==> config.mk <==
export PLATFORM = sky130hd
export DESIGN_NAME = clock_display_scan
export DESIGN_NICKNAME = d
export VERILOG_FILES = /design/src/rtl/clock_display_pkg.sv /design/src/rtl/bin2bcd_2digit.sv /design/src/rtl/clock_display_scan.sv
export SDC_FILE = /design/constraint.sdc
export NUM_CORES = 1
export LEC_CHECK = 0
export BUFFER_PORTS_ARGS = -buffer_cell sky130_fd_sc_hd__buf_2
export CORE_MARGIN = 1
export CORE_UTILIZATION = 45
export DETAILED_ROUTE_END_ITERATION = 6
export SLEW_MARGIN = 10
export SYNTH_ARGS = -nofsm -noshare
export SYNTH_HDL_FRONTEND = slang
export SYNTH_SLANG_ARGS = --single-unit
export TNS_END_PERCENT = 30
==> constraint.sdc <==
create_clock -name clk -period 3.67 [get_ports clk]
set_input_delay 0.734 -clock clk [delete_from_list [all_inputs] [get_ports clk]]
set_output_delay 0.734 -clock clk [all_outputs]
set_load 0.01 [all_outputs]
==> src/rtl/clock_display_pkg.sv <==
// Shared constants for the six-digit HH.MM.SS multiplexed display:
// segment codes {g,f,e,d,c,b,a}, digit slot indices and field maxima.
package clock_display_pkg;

   localparam logic [6:0] SEG_0    = 7'h3F;
   localparam logic [6:0] SEG_1    = 7'h06;
   localparam logic [6:0] SEG_2    = 7'h5B;
   localparam logic [6:0] SEG_3    = 7'h4F;
   localparam logic [6:0] SEG_4    = 7'h66;
   localparam logic [6:0] SEG_5    = 7'h6D;
   localparam logic [6:0] SEG_6    = 7'h7D;
   localparam logic [6:0] SEG_7    = 7'h07;
   localparam logic [6:0] SEG_8    = 7'h7F;
   localparam logic [6:0] SEG_9    = 7'h6F;
   localparam logic [6:0] SEG_DASH = 7'h40;

   localparam logic [2:0] DIG_HR_T  = 3'd0;
   localparam logic [2:0] DIG_HR_U  = 3'd1;
   localparam logic [2:0] DIG_MIN_T = 3'd2;
   localparam logic [2:0] DIG_MIN_U = 3'd3;
   localparam logic [2:0] DIG_SEC_T = 3'd4;
   localparam logic [2:0] DIG_SEC_U = 3'd5;

   localparam logic [5:0] HR_MAX = 6'd23;
   localparam logic [5:0] MS_MAX = 6'd59;

   // Out-of-range fields override the digit with a dash.
   function automatic logic [6:0] digit_code(input logic oor, input logic [3:0] d);
      logic [6:0] c;
      case (d)
         4'd0:    c = SEG_0;
         4'd1:    c = SEG_1;
         4'd2:    c = SEG_2;
         4'd3:    c = SEG_3;
         4'd4:    c = SEG_4;
         4'd5:    c = SEG_5;
         4'd6:    c = SEG_6;
         4'd7:    c = SEG_7;
         4'd8:    c = SEG_8;
         4'd9:    c = SEG_9;
         default: c = SEG_DASH;
      endcase
      return oor ? SEG_DASH : c;
   endfunction

endpackage

==> src/rtl/bin2bcd_2digit.sv <==
// Combinational 0..63 to two BCD digits, with a flag for values above MAX.
module bin2bcd_2digit #(
   parameter logic [5:0] MAX = 6'd59
) (
   input  logic [5:0] val_i,
   output logic [3:0] tens_o,
   output logic [3:0] units_o,
   output logic       oor_o
);

   always_comb begin
      tens_o = 4'd0;
      for (int t = 1; t <= 6; t++) begin
         if (val_i >= 6'(t * 10)) tens_o = 4'(t);
      end
      units_o = 4'(val_i - ({2'b00, tens_o} * 6'd10));
      oor_o   = (val_i > MAX);
   end

endmodule

==> src/rtl/clock_display_scan.sv <==
// Six-digit multiplexed HH.MM.SS scanner: per-frame snapshot of the time,
// one dead cycle at the start of every slot, fully registered pin outputs.
module clock_display_scan
   import clock_display_pkg::*;
#(
   parameter int DWELL          = 10,
   parameter bit SEG_ACTIVE_LOW = 1'b1
) (
   input  logic       clk,
   input  logic       rst_n,
   input  logic [4:0] hr,
   input  logic [5:0] min,
   input  logic [5:0] sec,
   input  logic       blank,
   output logic [6:0] seg,
   output logic       dp,
   output logic [5:0] an,
   output logic       frame_start
);

   localparam int CW = $clog2(DWELL);
   localparam logic [6:0] SEG_OFF = {7{SEG_ACTIVE_LOW}};
   localparam logic [5:0] AN_OFF  = {6{SEG_ACTIVE_LOW}};

   logic [CW-1:0] cnt_q, cnt_d;
   logic [2:0]    digit_q, digit_d;
   logic [4:0]    snap_hr_q;
   logic [5:0]    snap_min_q, snap_sec_q;
   logic [6:0]    seg_q, seg_d;
   logic [5:0]    an_q, an_d;
   logic          dp_q, dp_d;
   logic          fs_q;
   logic          snap_en, cnt_last, an_act;
   logic [6:0]    code;

   logic [3:0] hr_t, hr_u, min_t, min_u, sec_t, sec_u;
   logic       hr_oor, min_oor, sec_oor;

   bin2bcd_2digit #(.MAX(HR_MAX)) u_hr (
      .val_i({1'b0, snap_hr_q}), .tens_o(hr_t), .units_o(hr_u), .oor_o(hr_oor));
   bin2bcd_2digit #(.MAX(MS_MAX)) u_min (
      .val_i(snap_min_q), .tens_o(min_t), .units_o(min_u), .oor_o(min_oor));
   bin2bcd_2digit #(.MAX(MS_MAX)) u_sec (
      .val_i(snap_sec_q), .tens_o(sec_t), .units_o(sec_u), .oor_o(sec_oor));

   always_comb begin
      cnt_last = (cnt_q == CW'(DWELL - 1));
      cnt_d    = cnt_last ? '0 : cnt_q + 1'b1;
      digit_d  = digit_q;
      if (cnt_last) digit_d = (digit_q == DIG_SEC_U) ? DIG_HR_T : digit_q + 3'd1;
      snap_en  = (digit_q == DIG_HR_T) && (cnt_q == '0);

      case (digit_q)
         DIG_HR_T:  code = digit_code(hr_oor, hr_t);
         DIG_HR_U:  code = digit_code(hr_oor, hr_u);
         DIG_MIN_T: code = digit_code(min_oor, min_t);
         DIG_MIN_U: code = digit_code(min_oor, min_u);
         DIG_SEC_T: code = digit_code(sec_oor, sec_t);
         DIG_SEC_U: code = digit_code(sec_oor, sec_u);
         default:   code = SEG_DASH;
      endcase

      // The first cycle of each slot is dead time to avoid ghosting.
      an_act = (cnt_q != '0) && !blank;
      an_d   = an_act ? (6'b1 << digit_q) : 6'b0;
      seg_d  = an_act ? code : 7'h00;
      dp_d   = an_act && ((digit_q == DIG_HR_U) || (digit_q == DIG_MIN_U));
   end

   always_ff @(posedge clk or negedge rst_n) begin
      if (!rst_n) begin
         cnt_q      <= '0;
         digit_q    <= DIG_HR_T;
         snap_hr_q  <= '0;
         snap_min_q <= '0;
         snap_sec_q <= '0;
         seg_q      <= SEG_OFF;
         an_q       <= AN_OFF;
         dp_q       <= SEG_ACTIVE_LOW;
         fs_q       <= 1'b0;
      end else begin
         cnt_q   <= cnt_d;
         digit_q <= digit_d;
         if (snap_en) begin
            snap_hr_q  <= hr;
            snap_min_q <= min;
            snap_sec_q <= sec;
         end
         seg_q <= seg_d ^ SEG_OFF;
         an_q  <= an_d ^ AN_OFF;
         dp_q  <= dp_d ^ SEG_ACTIVE_LOW;
         fs_q  <= snap_en;
      end
   end

   assign seg         = seg_q;
   assign an          = an_q;
   assign dp          = dp_q;
   assign frame_start = fs_q;

endmodule

==> results.txt <==
The flow ran to the end, and the final reports show no timing, DRC or antenna violations. Across every metal layer, demand over resource in global routing totals 21.4%. The max-slew violation total from the final report came out at 0. The via count of the first global-routing pass is 2626.

The number of nets with antenna violations after routing is 0. The routed length on met2 is 3580 um. The pin count of the biggest net entering global routing came out at 40. The total power consumption of the routed design came out at 1.11 mW. Sorting the synthesized cells by area gives the leading types as sky130_fd_sc_hd__dfrtp_1, sky130_fd_sc_hd__ha_1, sky130_fd_sc_hd__dfstp_2. The post-layout worst setup margin came out at 0.271 ns. The fmax came out at 294 MHz. The warning count from the yosys run came out at 0. The worst path buffer plus inverter count came out at 2. The worst path in the final design needs a cycle of 3.40 ns, including I/O delays and setup. Data on the critical path is required at its endpoint by 3.85 ns. The met1 wire length is 3690 um. The number of storage elements in the synthesis netlist came out at 39. The quantity of I/O buffers inserted on ports came out at 34. The area share of the largest cell type after synthesis is 19.4%. The non-filler instance count after layout came out at 508. In this run, placement finished with an instance count of 500. The number of enable flip-flop cells after synthesis is 0.

The async set-or-reset flop fraction in the synthesized netlist is 100%. The antenna cell count came out at 0. In the final routed layout, each cell accounts on average for 15.0 um. The ratio of final minimum period to clock period is 92.6%. On the critical path the largest part of the delay comes from compound AO/OA/AOI/OAI gates. For this run the aggregate overflow at the end of global routing stands at 0. The max-capacitance violation count is 0.

The critical path is of the register to register type. The via density per instance is 5.52. The effective utilization at floorplan came out at 46.9%. The most used flip-flop cell after synthesis is sky130_fd_sc_hd__dfrtp_1. The power density normalized to cell area came out at 310 nW/um2. The highest metal layer carrying signal wires in the routed design is met4. The delay of the slowest cell on the worst path is 0.51 ns. The worst hold slack is 0.510 ns.

Detailed placement ended at an HPWL of 5730 um. Setup violations remaining at the end of the flow were counted as 0. The largest clock skew in the final design came out at 0.00320 ns. In the final timing run, aggregate negative setup slack is 0 ns. The global-route wire length before repair is 12500 um. The worst setup path is launched from a register. sky130_fd_sc_hd__dfrtp_1 takes more of the synthesized area than any other cell.

After detailed routing, the met3 layer carries 237 um of wire. Sorting the synthesized cells by how often they occur yields sky130_fd_sc_hd__nand2_1, sky130_fd_sc_hd__o21ai_0, sky130_fd_sc_hd__ha_1. The net count reported at finish came out at 466. The post-route standard cell area excluding fillers came out at 3590 um2. In this run, the number of DRC markers left after iteration 0 of detailed routing was 153. Counting along the longest clock path gives a buffer depth of 2. The remaining routing DRC violations came out at 0. The source-to-sink clock delay at the later pin of the worst-skew pair is 0.30 ns. The overall routed net length is 7630 um. The slowest stage of the critical path is the sky130_fd_sc_hd__dfrtp_1 cell.

The global placement routability congestion is 0.922. Summed over all cells, the static leakage comes to 1.60 nW. The overall die height is 86.6 um. The initial antenna violation count came out at 0. The peak supply drop is 0.000198 V. The setup slack of the worst register-to-register path came out at 0.27 ns. TritonCTS created 5 clock buffers. The top-level I/O count is 35. The share of the Yosys chip area taken by registers is 30.8%. Across all layers, the routed design uses 2806 vias. TritonCTS built the clock tree.

Clock tree synthesis selected as its root buffer the cell sky130_fd_sc_hd__clkbuf_8. The H-tree depth came out at 2. Synthesis produced 382 cells. Setup repair after global routing left no endpoint under its margin. The die covers 7500 um2.

The share of post-route cells with drive strength above 1 is 18.2%. The net count after synthesis is 437. STA classifies the critical path endpoint as a register. The signal on the critical path passes through inv_1 > maj3_1 > a22o_2 > ha_1 > fa_1 > inv_1 > o32ai_2 > o211a_1 > a221oi_2 > nand3_1 > o41ai_1. The width of the die is 86.6 um. The setup fix buffers added after clock tree synthesis came out at 0. The clock sink count came out at 39. The total iterations of the first detailed-routing run came out at 4. The number of hold violations in the final report is 0.

The average size of a mapped cell came out at 8.44 um2. The most repeated library cell on the critical path is sky130_fd_sc_hd__inv_1. The worst setup timing slack at the placement stage is 0.239 ns. The placed instances occupy a cell area of 3480 um2. The placeable core region is 6870 um2.

The worst min-delay path category is register to register. The transition at the pin with the smallest max-transition slack came out at 0.882 ns. In this run the tightest slew margin relative to its limit is 41.2%. The number of core rows is 30.

The clock slew seen by the registers of the worst setup and hold paths is 0.08 ns. The cell area after synthesis is 3220 um2. The layout overhead on the synthesized area came out at 11.5%. The worst path arrival time came out at 3.58 ns. The utilization after layout came out at 52.3%. The count of distinct cell types in the synthesized netlist is 63. Yosys instantiated no cell more often than sky130_fd_sc_hd__nand2_1. In this run the worst path has a maximum fanout of 8.
-- registers in the layout, indices dropped and copies added (netlist names) --
register / count
seg: 7
an: 6
snap_min_q: 6
snap_sec_q: 6
snap_hr_q: 5
cnt_q: 4
digit_q: 3
dp: 1
frame_start: 1
-- cell usage in the layout (no fill, tap or decap), types with 4 or more instances in the layout --
| cell type | instances |
|---|---|
| sky130_fd_sc_hd__clkbuf_8 | 5 |
| sky130_fd_sc_hd__buf_2 | 34 |
| sky130_fd_sc_hd__a22o_1 | 4 |
| sky130_fd_sc_hd__and2_1 | 4 |
| sky130_fd_sc_hd__maj3_1 | 4 |
| sky130_fd_sc_hd__ha_1 | 32 |
| sky130_fd_sc_hd__o21ai_0 | 36 |
| sky130_fd_sc_hd__dfrtp_1 | 25 |
| sky130_fd_sc_hd__o31ai_1 | 8 |
| sky130_fd_sc_hd__a211oi_1 | 5 |
| sky130_fd_sc_hd__mux2_2 | 5 |
| sky130_fd_sc_hd__nand3_1 | 12 |
| sky130_fd_sc_hd__nand2_1 | 52 |
| sky130_fd_sc_hd__buf_4 | 4 |
| sky130_fd_sc_hd__o41ai_1 | 4 |
| sky130_fd_sc_hd__nor2b_1 | 7 |
| sky130_fd_sc_hd__a21o_1 | 4 |
| sky130_fd_sc_hd__dfstp_2 | 14 |
| sky130_fd_sc_hd__nor2_1 | 24 |
| sky130_fd_sc_hd__inv_1 | 31 |
| sky130_fd_sc_hd__a21oi_1 | 21 |
| sky130_fd_sc_hd__o21a_1 | 6 |
| sky130_fd_sc_hd__a22oi_1 | 4 |
| sky130_fd_sc_hd__o211ai_1 | 5 |
-- worst paths after layout --
| path | start | depth (start not counted) | to |
|---|---|---|---|
| max in group asynchronous | rst_n | 1 | digit_q[2] |
| max | snap_hr_q[4] | 11 | seg[3] |
| min reg2reg | cnt_q[2] | 1 | cnt_q[2] |
| min | cnt_q[2] | 1 | cnt_q[2] |
| max reg2reg | snap_hr_q[4] | 11 | seg[3] |
| min in group asynchronous | rst_n | 1 | frame_start |
-- kinds of logic (layout without fill, tap and decap cells) --
kind of cell	Yosys count	in the layout	share of synthesized area [%]
AOI/OAI and AO/OA	121	121	26.1
buffers and inverters	48	78	5.78
and+or+nand+nor	127	127	19.1
xor gates and xnor gates	2	2	0.544
muxes	6	6	2.06
DFF	39	39	30.8
adders and majority gates	39	39	15.5
-- layer usage --
| layer | up-vias | GRT usage (%) |
|---|---|---|
| li1 | 1419 | - |
| met1 | 1334 | 28.8 |
| met2 | 41 | 35.0 |
| met3 | 12 | 4.29 |
| met4 | 0 | 5.91 |
| met5 | - | 0 |
-- where the power goes --
group | leakage (nW) | internal, mW | switching, mW
logic | 1.10 | 0.122 | 0.176
clock network | 0.0563 | 0.175 | 0.165
registers | 0.443 | 0.452 | 0.0238
total | 1.60 | 0.749 | 0.365
-- what timing repair did --
action                                  in CTS  in global routing
hold buffers                                 0                  0
gates resized for setup                      0                  1
endpoints found under the setup margin       0                  4
-- area by class of cell --
class | instances | area [um2]
Clock buffer | 6 | 93.8
Clock inverter | 2 | 13.8
Fill cell | 678 | 3280
Inverter | 32 | 120
Multi-Input combinational cell | 295 | 2050
Sequential cell | 39 | 993
Tap cell | 96 | 120
Timing Repair Buffer | 38 | 200
(Power assumes the default switching activity.)
